==> src/rtl/boreal_replay_pkg.sv <==
// Shared constants, FSM state type and CRC-8 helper for the replay ledger reader.
// Optional trailer CRC is built in when BOREAL_REPLAY_CRC_EN is defined.
package boreal_replay_pkg;

  localparam int unsigned REPLAY_DEPTH  = 1024;
  localparam int unsigned REPLAY_ADDR_W = 10;
  localparam int unsigned REPLAY_REC_W  = 48;

  // Record layout {mu_t, epsilon, hrv_metric}, 16 bits each
  localparam int unsigned MU_MSB  = 47;
  localparam int unsigned EPS_MSB = 31;
  localparam int unsigned HRV_MSB = 15;

  localparam logic [7:0] CRC8_POLY = 8'h07;

  typedef enum logic [2:0] {
    StIdle,
    StFetch,
    StLatch,
    StSend,
`ifdef BOREAL_REPLAY_CRC_EN
    StCrc,
`endif
    StDone
  } replay_state_e;

  // MSB-first CRC-8, no reflection, no final xor
  function automatic logic [7:0] crc8_update(input logic [7:0] crc, input logic [7:0] data);
    logic [7:0] c;
    c = crc ^ data;
    for (int i = 0; i < 8; i++) begin
      c = c[7] ? ((c << 1) ^ CRC8_POLY) : (c << 1);
    end
    return c;
  endfunction

endpackage

==> src/rtl/boreal_record_serializer.sv <==
// Loads one record into a shift register and emits it MSB byte first on a valid/ready stream.
// Build option BOREAL_REPLAY_CRC_EN reuses this block for the 1-byte CRC trailer.
module boreal_record_serializer
  import boreal_replay_pkg::*;
#(
  parameter int unsigned REC_W = REPLAY_REC_W,
  localparam int unsigned NBYTES = REC_W / 8,
  localparam int unsigned CNT_W  = $clog2(NBYTES + 1)
) (
  input  logic             clk,
  input  logic             rst_n,
  input  logic             clear,
  input  logic             load,
  input  logic [REC_W-1:0] load_data,
  input  logic [CNT_W-1:0] load_bytes,
  output logic [7:0]       tx_data,
  output logic             tx_valid,
  input  logic             tx_ready,
  output logic             xfer,
  output logic             last
);

  logic [REC_W-1:0] shreg_q, shreg_d;
  logic [CNT_W-1:0] left_q, left_d;
  logic             valid_q, valid_d;

  assign tx_data  = shreg_q[REC_W-1 -: 8];
  assign tx_valid = valid_q;
  assign xfer     = valid_q & tx_ready;
  assign last     = xfer && (left_q == CNT_W'(1));

  always_comb begin
    shreg_d = shreg_q;
    left_d  = left_q;
    valid_d = valid_q;
    if (clear) begin
      shreg_d = '0;
      left_d  = '0;
      valid_d = 1'b0;
    end else if (load) begin
      shreg_d = load_data;
      left_d  = load_bytes;
      valid_d = (load_bytes != '0);
    end else if (xfer) begin
      shreg_d = shreg_q << 8;
      left_d  = left_q - CNT_W'(1);
      valid_d = (left_q != CNT_W'(1));
    end
  end

  always_ff @(posedge clk or negedge rst_n) begin
    if (!rst_n) begin
      shreg_q <= '0;
      left_q  <= '0;
      valid_q <= 1'b0;
    end else begin
      shreg_q <= shreg_d;
      left_q  <= left_d;
      valid_q <= valid_d;
    end
  end

endmodule

==> src/rtl/boreal_replay_reader.sv <==
// Drains the replay ledger from a start address as a byte stream, one record at a time.
// Defining BOREAL_REPLAY_CRC_EN appends a CRC-8 trailer byte to every dump.
module boreal_replay_reader
  import boreal_replay_pkg::*;
#(
  parameter int unsigned DEPTH      = REPLAY_DEPTH,
  parameter int unsigned ADDR_W     = REPLAY_ADDR_W,
  parameter int unsigned REC_W      = REPLAY_REC_W,
  parameter int unsigned RD_LATENCY = 1
) (
  input  logic              clk,
  input  logic              rst_n,
  input  logic              dump_req,
  input  logic [ADDR_W-1:0] dump_start_addr,
  input  logic [ADDR_W:0]   dump_count,
  input  logic              dump_abort,
  output logic              busy,
  output logic              dump_done,
  output logic [ADDR_W-1:0] rd_addr,
  input  logic [REC_W-1:0]  rd_data,
  output logic [7:0]        tx_data,
  output logic              tx_valid,
  input  logic              tx_ready
);

  localparam int unsigned NBYTES = REC_W / 8;
  localparam int unsigned CNT_W  = $clog2(NBYTES + 1);

  replay_state_e     state_q, state_d;
  logic [ADDR_W-1:0] rd_addr_q, rd_addr_d;
  logic [ADDR_W:0]   remaining_q, remaining_d;
  logic [1:0]        wait_q, wait_d;
  logic              busy_q, busy_d;
  logic              done_q, done_d;
  logic [ADDR_W:0]   count_clamped;

  logic              ser_clear, ser_load, ser_xfer, ser_last;
  logic [REC_W-1:0]  ser_data;
  logic [CNT_W-1:0]  ser_bytes;

`ifdef BOREAL_REPLAY_CRC_EN
  logic [7:0] crc_q, crc_d;
`endif

  assign busy      = busy_q;
  assign dump_done = done_q;
  assign rd_addr   = rd_addr_q;

  assign count_clamped = (dump_count > (ADDR_W+1)'(DEPTH)) ? (ADDR_W+1)'(DEPTH) : dump_count;

  always_comb begin
    state_d     = state_q;
    rd_addr_d   = rd_addr_q;
    remaining_d = remaining_q;
    wait_d      = wait_q;
    busy_d      = busy_q;
    done_d      = 1'b0;
    ser_clear   = 1'b0;
    ser_load    = 1'b0;
    ser_data    = rd_data;
    ser_bytes   = CNT_W'(NBYTES);
`ifdef BOREAL_REPLAY_CRC_EN
    crc_d       = crc_q;
`endif

    case (state_q)
      StIdle: begin
        // An abort in the same cycle cancels the request outright
        if (dump_req && !dump_abort) begin
          busy_d      = 1'b1;
          remaining_d = count_clamped;
`ifdef BOREAL_REPLAY_CRC_EN
          crc_d       = 8'h00;
`endif
          if (count_clamped == '0) begin
`ifdef BOREAL_REPLAY_CRC_EN
            state_d   = StCrc;
            ser_load  = 1'b1;
            ser_data  = '0;
            ser_bytes = CNT_W'(1);
`else
            state_d   = StDone;
`endif
          end else begin
            rd_addr_d = dump_start_addr;
            wait_d    = 2'd0;
            state_d   = StFetch;
          end
        end
      end
      StFetch: begin
        if (wait_q == 2'(RD_LATENCY - 1)) begin
          state_d = StLatch;
        end else begin
          wait_d = wait_q + 2'd1;
        end
      end
      StLatch: begin
        ser_load = 1'b1;
        state_d  = StSend;
      end
      StSend: begin
`ifdef BOREAL_REPLAY_CRC_EN
        if (ser_xfer) begin
          crc_d = crc8_update(crc_q, tx_data);
        end
`endif
        if (ser_last) begin
          remaining_d = remaining_q - (ADDR_W+1)'(1);
          if (remaining_q > (ADDR_W+1)'(1)) begin
            rd_addr_d = (rd_addr_q == ADDR_W'(DEPTH - 1)) ? '0 : rd_addr_q + ADDR_W'(1);
            wait_d    = 2'd0;
            state_d   = StFetch;
          end else begin
`ifdef BOREAL_REPLAY_CRC_EN
            // Trailer carries the CRC including the byte leaving this cycle
            state_d   = StCrc;
            ser_load  = 1'b1;
            ser_data  = '0;
            ser_data[REC_W-1 -: 8] = crc_d;
            ser_bytes = CNT_W'(1);
`else
            state_d   = StDone;
`endif
          end
        end
      end
`ifdef BOREAL_REPLAY_CRC_EN
      StCrc: begin
        if (ser_last) begin
          state_d = StDone;
        end
      end
`endif
      StDone: begin
        done_d  = 1'b1;
        busy_d  = 1'b0;
        state_d = StIdle;
      end
      default: begin
        state_d = StIdle;
        busy_d  = 1'b0;
      end
    endcase

    if (dump_abort && (state_q != StIdle)) begin
      state_d   = StIdle;
      busy_d    = 1'b0;
      done_d    = 1'b0;
      ser_clear = 1'b1;
      ser_load  = 1'b0;
    end
  end

  always_ff @(posedge clk or negedge rst_n) begin
    if (!rst_n) begin
      state_q     <= StIdle;
      rd_addr_q   <= '0;
      remaining_q <= '0;
      wait_q      <= 2'd0;
      busy_q      <= 1'b0;
      done_q      <= 1'b0;
`ifdef BOREAL_REPLAY_CRC_EN
      crc_q       <= 8'h00;
`endif
    end else begin
      state_q     <= state_d;
      rd_addr_q   <= rd_addr_d;
      remaining_q <= remaining_d;
      wait_q      <= wait_d;
      busy_q      <= busy_d;
      done_q      <= done_d;
`ifdef BOREAL_REPLAY_CRC_EN
      crc_q       <= crc_d;
`endif
    end
  end

  boreal_record_serializer #(
    .REC_W (REC_W)
  ) u_serializer (
    .clk        (clk),
    .rst_n      (rst_n),
    .clear      (ser_clear),
    .load       (ser_load),
    .load_data  (ser_data),
    .load_bytes (ser_bytes),
    .tx_data    (tx_data),
    .tx_valid   (tx_valid),
    .tx_ready   (tx_ready),
    .xfer       (ser_xfer),
    .last       (ser_last)
  );

endmodule

==> config.mk <==
export PLATFORM = sky130hd
export DESIGN_NAME = boreal_replay_reader
export DESIGN_NICKNAME = d
export VERILOG_FILES = /design/src/rtl/boreal_replay_pkg.sv /design/src/rtl/boreal_record_serializer.sv /design/src/rtl/boreal_replay_reader.sv
export SDC_FILE = /design/constraint.sdc
export NUM_CORES = 1
export LEC_CHECK = 0
export BUFFER_PORTS_ARGS = -buffer_cell sky130_fd_sc_hd__buf_2
export CORE_ASPECT_RATIO = 0.7
export CORE_MARGIN = 2
export CORE_UTILIZATION = 58
export CTS_BUF_LIST = sky130_fd_sc_hd__clkbuf_16
export CTS_CLUSTER_DIAMETER = 120
export DETAILED_ROUTE_END_ITERATION = 12
export GPL_TIMING_DRIVEN = 0
export PLACE_DENSITY = 0.85
export SLEW_MARGIN = 20
export SYNTH_ARGS = -nofsm -noshare
export SYNTH_HDL_FRONTEND = slang
export SYNTH_SLANG_ARGS = --single-unit
==> constraint.sdc <==
create_clock -name clk -period 3.5 [get_ports clk]
set_input_delay 0.525 -clock clk [delete_from_list [all_inputs] [get_ports clk]]
set_output_delay 0.525 -clock clk [all_outputs]
set_load 0.05 [all_outputs]
== Yosys cells after proc, flatten, opt, wreduce, memory -nomap -nowiden ==
Cells that the tools add are included.

* Reduce and logical (&&, ||, !) cells: 17
* Equality and inequality tests: 16
* Add/subtract/negate cells: 4
* Mux-type cells: 40
* Bitwise logic cells: 1
* Magnitude comparators: 2

{| class="wikitable"
|+ Operators with widths
! kind !! count
|-
| 48-bit two-way mux || 3
|-
| 10-bit two-way mux || 5
|-
| 11-bit two-way mux || 3
|-
| 3-bit two-way mux || 9
|-
| 11-bit one-hot mux with 2 select lines || 1
|-
| 10-bit one-hot mux with 2 select lines || 1
|-
| 3-bit one-hot mux with 4 select lines || 1
|-
| 11-bit by 1-bit greater-than comparator with 1-bit output (second input constant) || 1
|-
| 11-bit greater-than comparator (second input constant) || 1
|-
| 11-bit logical NOT || 1
|-
| 11-bit by 1-bit subtractor with 11-bit output (second input constant) || 1
|-
| 10-bit by 1-bit adder with 10-bit output (second input constant) || 1
|-
| 10-bit equality test (second input constant) || 1
|-
| 1-bit two-way mux || 10
|-
| 2-bit two-way mux || 5
|-
| 2-bit != test (second input constant) || 5
|-
| 3-bit != test (second input constant) || 3
|-
| 3-bit nonzero test || 3
|-
| 3-bit by 1-bit equality test with 1-bit output (second input constant) || 2
|-
| 3-bit by 2-bit equality test with 1-bit output (second input constant) || 2
|-
| 2-bit one-hot mux with 3 select lines || 1
|-
| 3-bit AND reduction || 2
|-
| 6-bit AND reduction || 1
|-
| 5-bit AND reduction || 1
|-
| 14 further kinds || 16
|}

* Input bits: 74
* Register bits after elaboration: 80
* Output and inout port bits: 21
* Word-level logic and storage cells: 89

== Depth between registers and ports, before layout ==
Gate-level depths: netlist (run 1).

* Word-level depth: 7
* Gate-level depth with buffers: 9
* Mapped depth without buffers: 7

== By module ==
A second synthesis (run 1) with hierarchy kept.

* Cell total of the unflattened synthesis: 517
* Area, all modules: 4,625.7 um2

{| class="wikitable"
|+ By module, submodules not included
! module !! instances !! cells each !! sequential area each (um2) !! area an instance (um2)
|-
| boreal_record_serializer || 1 || 298 || 1,301.2 || 2,782.7
|-
| boreal_replay_reader || 1 || 219 || 700.7 || 1,843.0
|}

== Least setup slack after synthesis (run 1) ==
Ideal clock, no wire load.

* Kind: flip-flop to flip-flop
* Start point: reg rd_addr_q[0], in the netlist rd_addr[0]
* End point: reg rd_addr_q[1], in the netlist rd_addr[1]
* Clock period less this slack: 2.016 ns
* Path buffers: 0
* Data required time: 3.372 ns
* Path slack: 1.484 ns
* Cell stages (with the launch flop): 6
* Data arrival time: 1.888 ns
* Setup time: 0.128 ns
* Path through: dfrtp_1 -> ha_1 -> nand4_1 -> o41ai_1 -> a2bb2oi_1 -> o21ai_0

* Word-level cells in the longest chain between the ends: 5
* Elaborated cells between the ends (all ways): 6
* Those cells by class: add/sub (1); eq/ne (1); mux (4)

{| class="wikitable"
|+ RTL lines
! item !! RTL line !! text
|-
| start: declaration || boreal_replay_reader.sv:30 || <nowiki>logic [ADDR_W-1:0] rd_addr_q, rd_addr_d;</nowiki>
|-
| start signal: assignment || boreal_replay_reader.sv:168 || <nowiki>rd_addr_q <= rd_addr_d;</nowiki>
|-
| 10-bit by 1-bit adder with 10-bit output / 10-bit equality test (equally long branches) || boreal_replay_reader.sv:111 || <nowiki>rd_addr_d = (rd_addr_q == ADDR_W'(DEPTH - 1)) ? '0 : rd_addr_q + ADDR_W'(1);</nowiki>
|-
| 10-bit two-way mux * || boreal_replay_reader.sv:111 ||
|-
| 10-bit two-way mux * || boreal_replay_reader.sv:110 || <nowiki>if (remaining_q > (ADDR_W+1)'(1)) begin</nowiki>
|-
| 10-bit two-way mux * || boreal_replay_reader.sv:108 || <nowiki>if (ser_last) begin</nowiki>
|-
| 10-bit one-hot mux with 2 select lines * || boreal_replay_reader.sv:66 || <nowiki>case (state_q)</nowiki>
|}

Mark *: on every way between the ends. The rest lies on a longest branch, timed or not. The select of a mux whose other input is x is not followed.
A chain may end at the register's enable or synchronous reset.

== Final worst setup path (run 1) ==
* Start point: reg remaining_q[0]
* End point: reg remaining_q[6]

* Word-level cells in the longest chain between the ends: 3

{| class="wikitable"
|+ RTL lines
! item !! RTL line !! text
|-
| start: declaration || boreal_replay_reader.sv:31 || <nowiki>logic [ADDR_W:0] remaining_q, remaining_d;</nowiki>
|-
| start signal: assignment || boreal_replay_reader.sv:169 || <nowiki>remaining_q <= remaining_d;</nowiki>
|-
| 11-bit by 1-bit subtractor with 11-bit output || boreal_replay_reader.sv:109 || <nowiki>remaining_d = remaining_q - (ADDR_W+1)'(1);</nowiki>
|-
| 11-bit two-way mux || boreal_replay_reader.sv:108 ||
|-
| 11-bit one-hot mux with 2 select lines || boreal_replay_reader.sv:66 ||
|}

Every way passes these cells. The select of a mux whose other input is x is not followed.

==> results of run 1 <==
## area by class of cell
| cell class | count | area [sq um] | area share, % |
|---|---|---|---|
| plain buffers | 39 | 220.2 | 4.288 |
| clock buffers | 9 | 225.2 | 4.386 |
| clock inverters | 6 | 108.9 | 2.120 |
| inverters | 15 | 56.30 | 1.096 |
| multi-input cells | 352 | 1909 | 37.18 |
| flip-flops and latches | 80 | 2002 | 38.99 |
| well taps | 94 | 117.6 | 2.290 |
| repair buffers | 94 | 495.5 | 9.649 |
## registers in the layout, indices dropped and copies added (netlist names)
register and count:
rd_addr 10, u_serializer.left_q 3, state_q 3, u_serializer.tx_valid 1, dump_done 1, wait_q 2
u_serializer.shreg_q 48, remaining_q 11, busy 1
## worst paths after layout
check	from	slack, ns	depth (start not counted)	end
worst max-delay path	remaining_q[0]	1.31	7	remaining_q[6]
worst min-delay path	rst_n	0.13	1	u_serializer.shreg_q[4]
worst max register to register	remaining_q[0]	1.31	7	remaining_q[6]
worst min register to register	u_serializer.shreg_q[6]	0.50	1	u_serializer.shreg_q[6]
max in group asynchronous	rst_n	2.80	2	u_serializer.shreg_q[9]
min in group clk	rd_data[6]	0.41	2	u_serializer.shreg_q[6]
## layer usage
metal / track usage [%] / vias to the layer above / wire length, um
met5: 0 / - / 0
met3: 6.320 / 28 / 985
met1: 42.31 / 1974 / 5021
met4: 10.38 / 0 / 228
met2: 44.95 / 230 / 5004
li1: - / 1915 / -
## per-stage QoR
step	hold WS, ns	utilization (%)
global route	0.1614	74.62
detailed placement	0.4845	69.76
global placement	0.4809	69.33
CTS	0.1372	74.62
finish	0.1278	74.62
floorplan	0.2294	-
## power by group through the flow
| stage | sequential (mW) | combinational, mW | clock, mW |
|---|---|---|---|
| 5_1_grt | 1.72 | 2.32 | 1.10 |
| 6_report | 1.67 | 2.12 | 1.06 |
| 3_3_place_gp | 1.64 | 1.99 | 0 |
| 2_1_floorplan | 1.80 | 1.37 | 0 |
| 4_1_cts | 1.65 | 2.10 | 1.06 |
| 3_5_place_dp | 1.66 | 2.07 | 0 |
## cells by family after synthesis
group / synth area share (%)
muxes: 0.5975
adders and majority gates: 1.793
AOI/OAI and AO/OA: 24.95
buffers and inverters: 6.603
DFF: 47.80
xor gates and xnor gates: 0.2092
and+or+nand+nor: 18.05
## layout by cell type, fill, tap and decap left out, types with 5 or more instances in the layout
cell type and instances:
clkbuf_1 12, clkbuf_16 9, ha_1 6, o21bai_1 5
buf_4 12, nand3_1 6, nand2b_1 5, inv_1 15
nor2_1 63, a21oi_1 67, nor4_1 5, a22o_1 9
nand2_1 59, a211oi_1 5, buf_2 103, o21ai_0 54
dfrtp_1 80, nor3_1 10, o22a_1 5, o21ai_1 5
## worst max-delay path, stage by stage (launching register included)
cell,delay (ns)
dfrtp_1,0.43
inv_1,0.09
ha_1,0.20
nand2b_1,0.12
nor4_1,0.74
a21oi_1,0.17
a211oi_1,0.26
a21oi_1,0.07
==> results.sh, run 1 <==
export IMPL_dr_first_iter_drc_count=351
export IMPL_synthTopCellsByArea="dfrtp_1 (48%), a21oi_1 (8.0%), o21ai_0 (6.5%)"
export IMPL_htree_levels=3
export IMPL_critical_path_class="reg -> reg"
export IMPL_drt_total_wl_um=11240
export IMPL_p_sw_share_pct=43.02
export IMPL_p_leak_nw=2.388
export IMPL_syn_inst=486
export IMPL_post_cts_resized=0
export IMPL_dr_total_vias=4147
export IMPL_io_buffer_count=93
export IMPL_numCtsBuffers=9
export IMPL_finalSetupViolCount=0
export IMPL_synth_fp_nets=566
export IMPL_synth_ff_type="dfrtp_1"
export IMPL_placed_cell_area_sq_um=4801
export IMPL_pwr_share_clk_pct=21.8
export IMPL_worst_path_max_fanout=6
export IMPL_synth_cell_type_count=56
export IMPL_cp_data_required_time_ns=3.71
export IMPL_cts_setup_buffers=0
export IMPL_holdCritPathClass="in -> async"
export IMPL_final_min_clock_period_ns=2.193
export IMPL_core_area_sq_um=6882
export IMPL_ctsHoldBuffers=0
export IMPL_ys_ff_latch=80
export IMPL_dp_slack_ns=1.328
export IMPL_hold_viol=0
export IMPL_synth_top_area_share_pct=47.80
export IMPL_finClkSkew_ns=0.006873
export IMPL_drc=0
export IMPL_max_freq_ghz=0.4560
export IMPL_viasPerCell=6.019
export IMPL_post_synth_top_count_cell="dfrtp_1"
export IMPL_io_pins=95
export IMPL_nets=671
export IMPL_fin_crit_sh_pct=62.66
export IMPL_wl_per_cell_um=16.31
export IMPL_async_reset_ff_share_pct=100.0
export IMPL_synth_common_cells="dfrtp_1 (80), a21oi_1 (67), nor2_1 (63)"
export IMPL_setup_ws_ns=1.307
export IMPL_grtUsageTotal_pct=29.44
export IMPL_fp_dieW_um=105.6
export IMPL_cp_arrival_ns=2.40
export IMPL_tightest_slew_ns=0.9490
export IMPL_ant_nets=0
export IMPL_fin_total_pwr_mw=4.844
export IMPL_max_slew_margin_pct=36.15
export IMPL_power_density_nw_per_um2=943.3
export IMPL_cts_tree="built"
export IMPL_initial_core_util_pct=60.85
export IMPL_dp_hpwl_um=7800
export IMPL_peakVddDrop_uv=509.4
export IMPL_syn_area_per_cell_sq_um=8.617
export IMPL_dp_cells=674
export IMPL_drv_slew=0
export IMPL_firstDrtPassIters=5
export IMPL_startpoint_type="flop"
export IMPL_cts_buffer_depth=2
export IMPL_synth_edf_count=0
export IMPL_cts_root_buffer="clkbuf_16"
export IMPL_combPwrFrac_pct=43.7
export IMPL_rows=25
export IMPL_p_sw_mw=2.084
export IMPL_drive_gt1_share_pct=24.54
export IMPL_grt_max_degree=50
export IMPL_syn2layout_area_growth_pct=22.62
export IMPL_tns_ns=0
export IMPL_instances_no_fill=689
export IMPL_antenna_found_initial=0
export IMPL_place_congestion=0.9931
export IMPL_die_h_um=75.10
export IMPL_yosysWarnings=0
export IMPL_grt_pass1_wl_um=18290
export IMPL_rsz0062_at_grt="no"
export IMPL_endpoint_kind="flop"
export IMPL_first_global_vias=3766
export IMPL_grt_overflow=0
export IMPL_num_fill_cells=531
export IMPL_run_status="finished clean"
export IMPL_numClockSinks=80
export IMPL_synth_seq_area_share_pct=47.80
export IMPL_final_area_sq_um=5135
export IMPL_n_antenna_cell=0
export IMPL_clk_latency_ns=0.33
export IMPL_die_area_sq_um=7927
export IMPL_synth_largest_area_cell="dfrtp_1"
export IMPL_maxCapViolations=0
export IMPL_internal_power_mw=2.760
export IMPL_sequentialPowerShare_pct=34.5
export IMPL_syn_cell_area_sq_um=4188
export IMPL_clk_pin_slew_worst_paths_ns=0.06
Note: power is estimated with default switching activity, not from simulation.
==> inputs of run 2 (changes only) <==
--- a/config.mk
+++ b/config.mk
@@ -5,15 +5,16 @@
 export SDC_FILE = /design/constraint.sdc
 export NUM_CORES = 1
 export LEC_CHECK = 0
+export ABC_AREA = 1
 export BUFFER_PORTS_ARGS = -buffer_cell sky130_fd_sc_hd__buf_2
 export CORE_ASPECT_RATIO = 0.7
 export CORE_MARGIN = 2
-export CORE_UTILIZATION = 58
+export CORE_UTILIZATION = 55
 export CTS_BUF_LIST = sky130_fd_sc_hd__clkbuf_16
 export CTS_CLUSTER_DIAMETER = 120
 export DETAILED_ROUTE_END_ITERATION = 12
 export GPL_TIMING_DRIVEN = 0
-export PLACE_DENSITY = 0.85
+export PLACE_DENSITY = 0.8
 export SLEW_MARGIN = 20
 export SYNTH_ARGS = -nofsm -noshare
 export SYNTH_HDL_FRONTEND = slang
==> constraint.sdc (replaced) <==
create_clock -name clk -period 2.15 [get_ports clk]
set_input_delay 0.3225 -clock clk [delete_from_list [all_inputs] [get_ports clk]]
set_output_delay 0.3225 -clock clk [all_outputs]
set_load 0.05 [all_outputs]
==> run 2 against run 1 <==
Compared with the run above: via count increased by 5.8%; synthesized cell count up 26%; wire length grew 6.8%; flip-flop and latch count is the same; global-route usage is 2.0 points lower; maximum frequency grew 18%; critical path depth up 1; final area increased by 4.9%; sequential power rose by 64%.
==> results.sh, run 2 <==
export IMPL_run_status="finished clean"
export IMPL_numClockSinks=80
export IMPL_synthTopCellsByArea="dfrtp_1 (44%), nand2_1 (11%), inv_1 (7.1%)"
export IMPL_clk_pin_slew_worst_paths_ns=0.06
export IMPL_post_synth_top_count_cell="nand2_1"
export IMPL_startpoint_type="flop"
export IMPL_numCtsBuffers=9
export IMPL_die_h_um=79.89
export IMPL_io_pins=95
export IMPL_synth_largest_area_cell="dfrtp_1"
export IMPL_io_buffer_count=94
export IMPL_synth_cell_type_count=31
export IMPL_htree_levels=3
export IMPL_dr_total_vias=4387
export IMPL_synth_edf_count=0
export IMPL_firstDrtPassIters=5
export IMPL_final_area_sq_um=5386
export IMPL_yosysWarnings=0
export IMPL_synth_fp_nets=690
export IMPL_sequentialPowerShare_pct=33.6
export IMPL_fp_dieW_um=112.4
export IMPL_n_antenna_cell=0
export IMPL_hold_viol=0
export IMPL_largest_reg_flops=48
export IMPL_clk_latency_ns=0.34
export IMPL_antenna_found_initial=0
export IMPL_grt_max_degree=49
export IMPL_finalSetupViolCount=0
export IMPL_cts_setup_buffers=0
export IMPL_rsz0062_at_grt="no"
export IMPL_fin_crit_sh_pct=86.72
export IMPL_p_sw_mw=3.877
export IMPL_grt_overflow=0
export IMPL_nets=796
export IMPL_async_reset_ff_share_pct=100.0
export IMPL_maxCapViolations=0
export IMPL_max_slew_margin_pct=56.29
export IMPL_final_cell_mix="nand2_1 (134), buf_2 (102), inv_1 (87)"
export IMPL_finClkSkew_ns=0.006936
export IMPL_core_area_sq_um=7939
export IMPL_internal_power_mw=4.269
export IMPL_combPwrFrac_pct=50.3
export IMPL_syn_inst=610
export IMPL_synth_ff_type="dfrtp_1"
export IMPL_cts_root_buffer="clkbuf_16"
export IMPL_critical_path_class="reg -> reg"
export IMPL_syn_area_per_cell_sq_um=7.417
export IMPL_ys_ff_latch=80
export IMPL_initial_core_util_pct=56.99
export IMPL_synth_top_area_share_pct=44.25
export IMPL_grt_pass1_wl_um=19430
export IMPL_power_density_nw_per_um2=1512
export IMPL_rows=27
export IMPL_busiest_layer="met2"
export IMPL_gr_usage_met3_pct=5.315
export IMPL_multi_input_area_sq_um=1997
export IMPL_wl_per_cell_um=14.66
export IMPL_cp_data_required_time_ns=2.38
export IMPL_syn2layout_area_growth_pct=19.05
export IMPL_max_freq_ghz=0.5364
export IMPL_regMostFlops="u_serializer.shreg_q"
export IMPL_cts_tree="built"
export IMPL_ant_nets=0
export IMPL_tns_ns=0
export IMPL_gr_usage_met2_pct=41.33
export IMPL_post_cts_resized=0
export IMPL_drv_slew=0
export IMPL_first_global_vias=4071
export IMPL_met1_usage_pct=40.42
export IMPL_dp_hpwl_um=8873
export IMPL_drc=0
export IMPL_pwr_share_clk_pct=16.1
export IMPL_synth_common_cells="nand2_1 (134), inv_1 (85), dfrtp_1 (80)"
export IMPL_holdCritPathClass="in -> async"
export IMPL_grtUsageTotal_pct=27.39
export IMPL_num_fill_cells=689
export IMPL_worst_path_max_fanout=7
export IMPL_drive_gt1_share_pct=21.31
export IMPL_drt_total_wl_um=12010
export IMPL_endpoint_kind="flop"
export IMPL_p_sw_share_pct=47.59
export IMPL_die_area_sq_um=8979
export IMPL_synth_seq_area_share_pct=44.25
export IMPL_dr_first_iter_drc_count=438
export IMPL_mostFrequentLayoutCell="nand2_1"
export IMPL_place_congestion=0.9453
export IMPL_peakVddDrop_uv=1003
export IMPL_cp_arrival_ns=2.09
export IMPL_tightest_slew_ns=0.6556
export IMPL_p_leak_nw=2.900
export IMPL_final_min_clock_period_ns=1.864
export IMPL_seqCellArea_sq_um=2002
export IMPL_cts_buffer_depth=2
export IMPL_syn_cell_area_sq_um=4524
export IMPL_viasPerCell=5.357
export IMPL_ctsHoldBuffers=0
export IMPL_placed_cell_area_sq_um=5144
[run 2: cell types whose count changed in the layout (fill, tap and decap cells not counted), moves of 7 or more]
cell	delta
nand2_1	+75
inv_1	+72
a21oi_1	-47
nand3_1	+32
o21ai_0	-22
o22ai_1	+20
o21ai_1	+16
o2bb2ai_1	+13
nor2_1	+11
a22o_1	-9
inv_2	+9
nor3_1	-8
a31oi_1	+7
[run 2: power groups by stage]
| stage | logic (mW) | clock network [mW] | registers [mW] |
|---|---|---|---|
| finish | 4.10 | 1.32 | 2.74 |
| global route | 4.54 | 1.39 | 2.82 |
| CTS | 4.06 | 1.32 | 2.71 |
| detailed placement | 4.05 | 0 | 2.73 |
| global placement | 3.89 | 0 | 2.70 |
| floorplan | 2.74 | 0 | 2.96 |
[run 2: layout make-up]
class	count	area share, %
sequential	80	37.17
multi-input combinational	406	37.07
timing repair buffer	95	9.152
inverter	94	6.551
clock buffer	9	4.181
buffer	30	3.206
tap	101	2.346
clock inverter	4	0.3252
[run 2: cells by family after synthesis]
| family | count (synthesis) | share of synthesized area (%) |
|---|---|---|
| adder cells (fa/ha/maj) | 6 | 1.659 |
| flip-flops | 80 | 44.25 |
| AND/OR/NAND/NOR | 273 | 25.66 |
| AO/OA/AOI/OAI | 122 | 15.85 |
| buffers and inverters | 124 | 11.61 |
| XOR/XNOR | 5 | 0.9681 |
[run 2: critical path, cell delays in order, from the launching register on]
cell      delay (ns)
dfrtp_1         0.49
ha_1            0.23
nand2_1         0.07
nor2_1          0.43
nand3b_1        0.24
nand3_1         0.12
nand2_1         0.06
nand3_1         0.07
nand2_1         0.06
[run 2: stage by stage]
step	std cells	hold slack [ns]	power (mW)	utilization, %	worst slack (ns)
2_1_floorplan	610	0.02691	5.703	-	0.3271
3_3_place_gp	805	0.4567	6.591	64.51	0.1122
3_5_place_dp	806	0.3878	6.776	64.79	0.3460
4_1_cts	819	0.03426	8.100	67.85	0.3201
5_1_grt	819	0.06944	8.739	67.85	0.1297
6_report	819	0.01716	8.146	67.85	0.2856
[run 2: final timing paths]
check | cells after the start | startpoint | to | slack [ns]
worst max-delay path | 8 | rd_addr[0] | rd_addr[1] | 0.29
worst min-delay path | 1 | rst_n | rd_addr[2] | 0.02
worst max register to register | 8 | rd_addr[0] | rd_addr[1] | 0.29
worst min register to register | 2 | wait_q[0] | wait_q[0] | 0.48
max in group asynchronous | 2 | rst_n | u_serializer.shreg_q[28] | 1.52
min in group clk | 3 | rd_data[1] | u_serializer.shreg_q[1] | 0.20
[run 2: metal layers]
metal	routed length, um	part of all wire, %
met5	0	0
met2	5203	43
met3	975	8.1
met4	94	0.78
met1	5733	48
